**src/rtl/fetch_pkg.sv**
```systemverilog
// fetch_pkg: shared definitions for the fetch/decode sequencer.
//   - state_e      : sequencer state encoding
//   - OP_*         : instruction opcodes (anything else is illegal)
//   - IR_*         : bit positions of the instruction register fields
//   - SEL_*        : bit indices inside the one-hot exec_sel bus
//   - exec_sel_of  : opcode -> one-hot execute-unit select
package fetch_pkg;

    typedef enum logic [2:0] {
        ST_IDLE   = 3'd0,
        ST_FETCH  = 3'd1,
        ST_DECODE = 3'd2,
        ST_EXEC   = 3'd3,
        ST_HALT   = 3'd4
    } state_e;

    localparam logic [3:0] OP_NOP  = 4'h0;
    localparam logic [3:0] OP_MOVI = 4'h1;
    localparam logic [3:0] OP_MOV  = 4'h2;
    localparam logic [3:0] OP_ADD  = 4'h3;
    localparam logic [3:0] OP_SUB  = 4'h4;
    localparam logic [3:0] OP_JMP  = 4'h5;
    localparam logic [3:0] OP_HALT = 4'hF;

    localparam int IR_OPC_MSB = 15;
    localparam int IR_OPC_LSB = 12;
    localparam int IR_P1_MSB  = 11;
    localparam int IR_P1_LSB  = 6;
    localparam int IR_P2_MSB  = 5;
    localparam int IR_P2_LSB  = 0;

    localparam int SEL_MOVI = 0;
    localparam int SEL_MOV  = 1;
    localparam int SEL_ADD  = 2;
    localparam int SEL_SUB  = 3;

    // One-hot select for the execute FSM that owns an opcode; zero for
    // opcodes that are handled inside the sequencer or are illegal.
    function automatic logic [3:0] exec_sel_of(input logic [3:0] op);
        logic [3:0] sel;
        sel = 4'b0000;
        case (op)
            OP_MOVI: sel[SEL_MOVI] = 1'b1;
            OP_MOV:  sel[SEL_MOV]  = 1'b1;
            OP_ADD:  sel[SEL_ADD]  = 1'b1;
            OP_SUB:  sel[SEL_SUB]  = 1'b1;
            default: sel = 4'b0000;
        endcase
        return sel;
    endfunction

endpackage

```
**src/rtl/fetch_wdog.sv**
```systemverilog
// fetch_wdog: execute-phase watchdog counter.
//   clk     in  system clock
//   rst     in  asynchronous active-low reset
//   clr     in  synchronous clear (wins over en)
//   en      in  count one cycle
//   expired out counter has reached TIMEOUT-1 (decoded from the register)
// The counter saturates at TIMEOUT-1 so expired stays up until cleared.
module fetch_wdog #(
    parameter int TIMEOUT = 16
) (
    input  logic clk,
    input  logic rst,
    input  logic clr,
    input  logic en,
    output logic expired
);

    localparam int            CW   = $clog2(TIMEOUT);
    localparam logic [CW-1:0] LAST = CW'(TIMEOUT - 1);

    logic [CW-1:0] cnt_q;
    logic [CW-1:0] cnt_d;

    assign expired = (cnt_q == LAST);

    // Next count: clear, saturating increment, or hold.
    always_comb begin
        cnt_d = cnt_q;
        if (clr) begin
            cnt_d = {CW{1'b0}};
        end else if (en && !expired) begin
            cnt_d = cnt_q + CW'(1);
        end else begin
            cnt_d = cnt_q;
        end
    end

    // Counter register.
    always_ff @(posedge clk or negedge rst) begin
        if (!rst) begin
            cnt_q <= {CW{1'b0}};
        end else begin
            cnt_q <= cnt_d;
        end
    end

endmodule

```
**src/rtl/fetch_decode.sv**
```systemverilog
// fetch_decode: instruction fetch/decode sequencer feeding the execute FSMs.
//   clk, rst          clock / asynchronous active-low reset
//   run               level enable for starting new fetches
//   mem_rd, mem_addr  program memory read request (held until mem_ack) and address (= pc)
//   mem_rdata, mem_ack instruction word and its one-cycle acknowledge
//   donefetch         one-cycle pulse in DECODE that clears the execute FSMs
//   start, exec_sel   held through EXEC; one-hot {sub,add,mov,movi}
//   exec_done         OR of the execute FSM done outputs
//   parameter1/2, opcode  IR[11:6], IR[5:0], IR[15:12]
//   pc                current program counter
//   halted, err_illegal, err_timeout  sticky status flags
// Every output is decoded from registered state, so nothing combinational
// runs from an input to an output.
module fetch_decode
    import fetch_pkg::*;
#(
    parameter int              PC_W    = 8,
    parameter logic [PC_W-1:0] RST_PC  = {PC_W{1'b0}},
    parameter int              TIMEOUT = 16
) (
    input  logic            clk,
    input  logic            rst,
    input  logic            run,
    output logic            mem_rd,
    output logic [PC_W-1:0] mem_addr,
    input  logic [15:0]     mem_rdata,
    input  logic            mem_ack,
    output logic            donefetch,
    output logic            start,
    output logic [3:0]      exec_sel,
    input  logic            exec_done,
    output logic [5:0]      parameter1,
    output logic [5:0]      parameter2,
    output logic [3:0]      opcode,
    output logic [PC_W-1:0] pc,
    output logic            halted,
    output logic            err_illegal,
    output logic            err_timeout
);

    state_e          state_q, state_d;
    logic [PC_W-1:0] pc_q, pc_d;
    logic [15:0]     ir_q, ir_d;
    logic            halted_q, halted_d;
    logic            err_illegal_q, err_illegal_d;
    logic            err_timeout_q, err_timeout_d;

    logic [3:0]       opc_s;
    logic [PC_W+11:0] jmp_ext_s;
    logic             wdog_clr_s;
    logic             wdog_en_s;
    logic             wdog_expired_s;

    assign opc_s = ir_q[IR_OPC_MSB:IR_OPC_LSB];

    // JMP target is the 12-bit {p1,p2} field; zero-extending to at least
    // PC_W bits and taking the low PC_W covers both narrower and wider pcs.
    assign jmp_ext_s = {{PC_W{1'b0}}, ir_q[IR_P1_MSB:IR_P2_LSB]};

    // The watchdog only counts inside EXEC and restarts on every completion.
    assign wdog_en_s  = (state_q == ST_EXEC);
    assign wdog_clr_s = (state_q != ST_EXEC) || exec_done;

    fetch_wdog #(
        .TIMEOUT (TIMEOUT)
    ) u_wdog (
        .clk     (clk),
        .rst     (rst),
        .clr     (wdog_clr_s),
        .en      (wdog_en_s),
        .expired (wdog_expired_s)
    );

    // Sequencer next-state, pc, IR and sticky flag logic.
    always_comb begin
        state_d       = state_q;
        pc_d          = pc_q;
        ir_d          = ir_q;
        halted_d      = halted_q;
        err_illegal_d = err_illegal_q;
        err_timeout_d = err_timeout_q;
        case (state_q)
            ST_IDLE: begin
                if (run) begin
                    state_d = ST_FETCH;
                end else begin
                    state_d = ST_IDLE;
                end
            end
            ST_FETCH: begin
                // run is not looked at: an issued read always completes.
                if (mem_ack) begin
                    ir_d    = mem_rdata;
                    pc_d    = pc_q + PC_W'(1);
                    state_d = ST_DECODE;
                end else begin
                    state_d = ST_FETCH;
                end
            end
            ST_DECODE: begin
                case (opc_s)
                    OP_MOVI, OP_MOV, OP_ADD, OP_SUB: begin
                        state_d = ST_EXEC;
                    end
                    OP_NOP: begin
                        state_d = run ? ST_FETCH : ST_IDLE;
                    end
                    OP_JMP: begin
                        pc_d    = jmp_ext_s[PC_W-1:0];
                        state_d = run ? ST_FETCH : ST_IDLE;
                    end
                    OP_HALT: begin
                        halted_d = 1'b1;
                        state_d  = ST_HALT;
                    end
                    default: begin
                        halted_d      = 1'b1;
                        err_illegal_d = 1'b1;
                        state_d       = ST_HALT;
                    end
                endcase
            end
            ST_EXEC: begin
                // Completion takes priority over a watchdog expiring in the
                // same cycle.
                if (exec_done) begin
                    state_d = run ? ST_FETCH : ST_IDLE;
                end else if (wdog_expired_s) begin
                    halted_d      = 1'b1;
                    err_timeout_d = 1'b1;
                    state_d       = ST_HALT;
                end else begin
                    state_d = ST_EXEC;
                end
            end
            ST_HALT: begin
                state_d = ST_HALT;
            end
            default: begin
                state_d = ST_IDLE;
            end
        endcase
    end

    // Sequencer registers.
    always_ff @(posedge clk or negedge rst) begin
        if (!rst) begin
            state_q       <= ST_IDLE;
            pc_q          <= RST_PC;
            ir_q          <= 16'h0000;
            halted_q      <= 1'b0;
            err_illegal_q <= 1'b0;
            err_timeout_q <= 1'b0;
        end else begin
            state_q       <= state_d;
            pc_q          <= pc_d;
            ir_q          <= ir_d;
            halted_q      <= halted_d;
            err_illegal_q <= err_illegal_d;
            err_timeout_q <= err_timeout_d;
        end
    end

    assign mem_rd      = (state_q == ST_FETCH);
    assign mem_addr    = pc_q;
    assign donefetch   = (state_q == ST_DECODE);
    assign start       = (state_q == ST_EXEC);
    assign exec_sel    = (state_q == ST_EXEC) ? exec_sel_of(opc_s) : 4'b0000;
    assign opcode      = opc_s;
    assign parameter1  = ir_q[IR_P1_MSB:IR_P1_LSB];
    assign parameter2  = ir_q[IR_P2_MSB:IR_P2_LSB];
    assign pc          = pc_q;
    assign halted      = halted_q;
    assign err_illegal = err_illegal_q;
    assign err_timeout = err_timeout_q;

endmodule

```
**config.mk**
```make
export PLATFORM = sky130hd
export DESIGN_NAME = fetch_decode
export DESIGN_NICKNAME = d
export VERILOG_FILES = /design/src/rtl/fetch_pkg.sv /design/src/rtl/fetch_wdog.sv /design/src/rtl/fetch_decode.sv
export SDC_FILE = /design/constraint.sdc
export NUM_CORES = 1
export LEC_CHECK = 0
export BUFFER_PORTS_ARGS = -buffer_cell sky130_fd_sc_hd__clkbuf_2
export CORE_UTILIZATION = 49
export DETAILED_ROUTE_END_ITERATION = 10
export HOLD_SLACK_MARGIN = 0.12
export PLACE_DENSITY_LB_ADDON = 0.08
export SLEW_MARGIN = 40
export SYNTH_ARGS = -nofsm -noshare
export SYNTH_HDL_FRONTEND = slang
export SYNTH_HIERARCHICAL = 1
export SYNTH_SLANG_ARGS = --single-unit
```
**constraint.sdc**
```tcl
create_clock -name clk -period 1.9 [get_ports clk]
set_clock_uncertainty 0.1 [all_clocks]
set_input_delay 0.19 -clock clk [delete_from_list [all_inputs] [get_ports clk]]
set_output_delay 0.19 -clock clk [all_outputs]
set_load 0.01 [all_outputs]
```
==> results_dict.tcl <==
set metrics [dict create \
    holdWs_ns 0.3022 \
    finalSetupViolCount 3 \
    ios 63 \
    drc_errors 0 \
    holdCritPathClass "primary input to asynchronous set/reset pin" \
    clk_pin_slew_ns 0.11 \
    fmax_ghz 0.5132 \
    cts-buffers-inserted 5 \
    crit_arrival_ns 1.66 \
    synth-simple-area-share_pct 17.31 \
    grt_pass1_wl_um 6596 \
    hold_viol 0 \
    synth_top_family_by_area "simple AND/OR/NAND/NOR gates" \
    end_kind "output pin" \
    reg2regPathDepth 5 \
    syn_area_um2 1742 \
    post-route-util_pct 70.54 \
    setup_slack_ns -0.04859 \
    total_power_mw 3.422 \
    cp_max_fo 3 \
    reg2reg_slack_ns 0.05 \
    first_iter_violations 82 \
    dpl.cell_count 265 \
    synth_fa_ha_area_share_pct 1.437 \
    ant_nets 0 \
    antenna_cells_inserted 0 \
    vias 1533 \
    violations "setup timing" \
    wl_per_cell_um 13.97 \
    synth_xor_area_share_pct 1.006 \
    synth_top_area_share_pct 48.85 \
    antenna_found_initial 0 \
    cts_htree_levels 2 \
    crit_required_ns 1.61 \
    synth_cell_type_count 43 \
    area_growth_pct 36.21 \
    overflow 0 \
    muxShareOfSynthArea_pct 11.78 \
    die_x_um 61.62 \
    synth_nets 189 \
    design_area_um2 2372 \
    dp_slack_ns 0.1938 \
    crit_type "flop to output pin" \
    yosys.area.top_type "dfrtp_1" \
    cts_tree "built" \
    cap_violations 0 \
    dr.pass1.iters 4 \
    synth_compound_area_share_pct 12.36 \
    layoutNonFillerInstCount 296 \
    vdd_ir_drop_max_mv 0.8492 \
    start_util_pct 51.79 \
    track_usage_pct 24.38 \
    routed_via_density 5.179 \
    port_buffers 62 \
    ys_seq_area_share_pct 48.85 \
    die_height_um 61.62 \
    cts-root-buf "clkbuf_4" \
    drt_wl_total_um 4134 \
    worst_slew_pin_slew_ns 0.4208 \
    slew_headroom_pct 71.94 \
    crit_start "state_q[2]" \
    leakagePower_nw 1.131 \
    outcome "finished with violations" \
    drv_slew 0 \
    rows 21 \
    finalWeightedCongestion 0.7915 \
    period_needed_ns 1.949 \
    grt_setup_unrepaired "true" \
    cts.path.max_buffers 2 \
    ys_warn_count 6 \
    detailedPlacementHpwl_um 2720 \
    core-area_um2 3363 \
    avgSynthCellArea_um2 10.49 \
    synth_seq_cells 34 \
    die_area_um2 3797 \
    fin_tns_setup_ns -0.09376 \
    syn_inst 166 \
    finish.net_count 272 \
    clock_latency_ns 0.33 \
    startpoint_type "flop" \
    first_global_vias 1463 \
    place_area_um2 2072 \
    fin_crit_sh_pct 102.6 \
    yosys-top-cells-area "dfrtp_1, mux2_2, a21oi_1" \
    numClockSinks 34 \
    r2r_start "state_q[2]" \
    power-per-cell-area_nw_per_um2 1443 \
    drive_gt1_share_pct 42.40 \
    grt_max_degree 35 \
]
worst max-delay path, stage by stage, from the launching register on:
cell and delay [ns]:
dfrtp_1 0.41, nand3b_1 0.20, or3_4 0.37, nor3b_2 0.19
buf_2 0.15
flip-flops by register name, indices dropped and copies added, names as in the netlist:
| signal | cells |
|---|---|
| u_wdog/cnt_q | 4 |
| err_illegal | 1 |
| ir_q | 16 |
| state_q | 3 |
| mem_addr | 8 |
| halted | 1 |
| err_timeout | 1 |
synthesized netlist by cell type (all sizes together):
cell / n
and4bb: 1
inv: 5
or3b: 1
o21ai: 7
or2: 1
clkbuf: 3
nand4: 2
nor2b: 2
mux2i: 1
a21oi: 15
clkinv: 1
mux2: 17
nand3: 5
and4: 1
nor3b: 3
ha: 2
a41oi: 1
o22ai: 3
o311ai: 1
nor3: 4
dfrtp: 34
a32oi: 1
a2bb2oi: 1
xnor2: 1
xor2: 1
buf: 13
or3: 1
o21a: 1
a31oi: 1
and4b: 1
a41o: 1
nand3b: 1
o32a: 1
and3: 1
a21o: 1
nor2: 10
nand2b: 8
a311oi: 1
nand2: 11
metal layers:
| layer | up-vias | wire length [µm] | track usage (%) |
|---|---|---|---|
| li1 | 747 | - | - |
| met1 | 722 | 1793 | 30.59 |
| met2 | 60 | 2092 | 42.09 |
| met3 | 4 | 208 | 4.412 |
| met4 | 0 | 38 | 8.571 |
| met5 | - | 0 | 0 |
power by group:
part           total, mW  internal (mW)  switching [mW]  leakage, nW
Sequential          1.37           1.02           0.351        0.409
Combinational       1.65          0.822           0.831        0.691
Clock              0.400          0.144           0.256       0.0312
Total               3.42           1.98            1.44         1.13
path summary, 6_finish.rpt:
check                              end
min in group clk           err_illegal
max                        exec_sel[0]
max reg2reg                 state_q[0]
max in group asynchronous      ir_q[2]
min                            ir_q[4]
min reg2reg                err_illegal
what timing repair did:
action                                  CTS  global route
hold endpoints to repair                 54             0
resized for setup                         4             3
buffers inserted                          2             1
endpoints found under the setup margin    3             8
pin swaps                                 1             0
hold buffers                             20             0
kinds of logic (layout without fill, tap and decap cells):
| group | count (synthesis) | after routing |
|---|---|---|
| simple gates | 53 | 53 |
| compound gates | 35 | 35 |
| flops | 34 | 34 |
| buf+inv | 22 | 106 |
| mux | 18 | 18 |
| fa+ha+maj | 2 | 2 |
| xor+xnor | 2 | 2 |
cell usage in the layout, fill, tap and decap left out, drive strengths merged, types with 2 or more instances in the layout:
| master | synthesis | routed |
|---|---|---|
| nor3 | 4 | 4 |
| clkbuf | 3 | 65 |
| nand2b | 8 | 8 |
| nand2 | 11 | 11 |
| o22ai | 3 | 3 |
| o21ai | 7 | 7 |
| nor3b | 3 | 3 |
| clkinv | 1 | 3 |
| ha | 2 | 2 |
| nand3 | 5 | 5 |
| dlygate4sd3 | 0 | 20 |
| buf | 13 | 12 |
| nor2b | 2 | 2 |
| nor2 | 10 | 10 |
| a21oi | 15 | 15 |
| dfrtp | 34 | 34 |
| nand4 | 2 | 2 |
| mux2 | 17 | 17 |
| inv | 5 | 5 |
area by class of cell:
cell class	instances	area (µm²)
Timing Repair Buffer	92	601.8
Inverter	6	23.77
Tap cell	46	57.56
Multi-Input combinational cell	110	779.5
Clock inverter	3	21.27
Sequential cell	34	850.8
Fill cell	287	991.0
Clock buffer	5	37.54
Note: power is estimated with default switching activity, not from simulation.
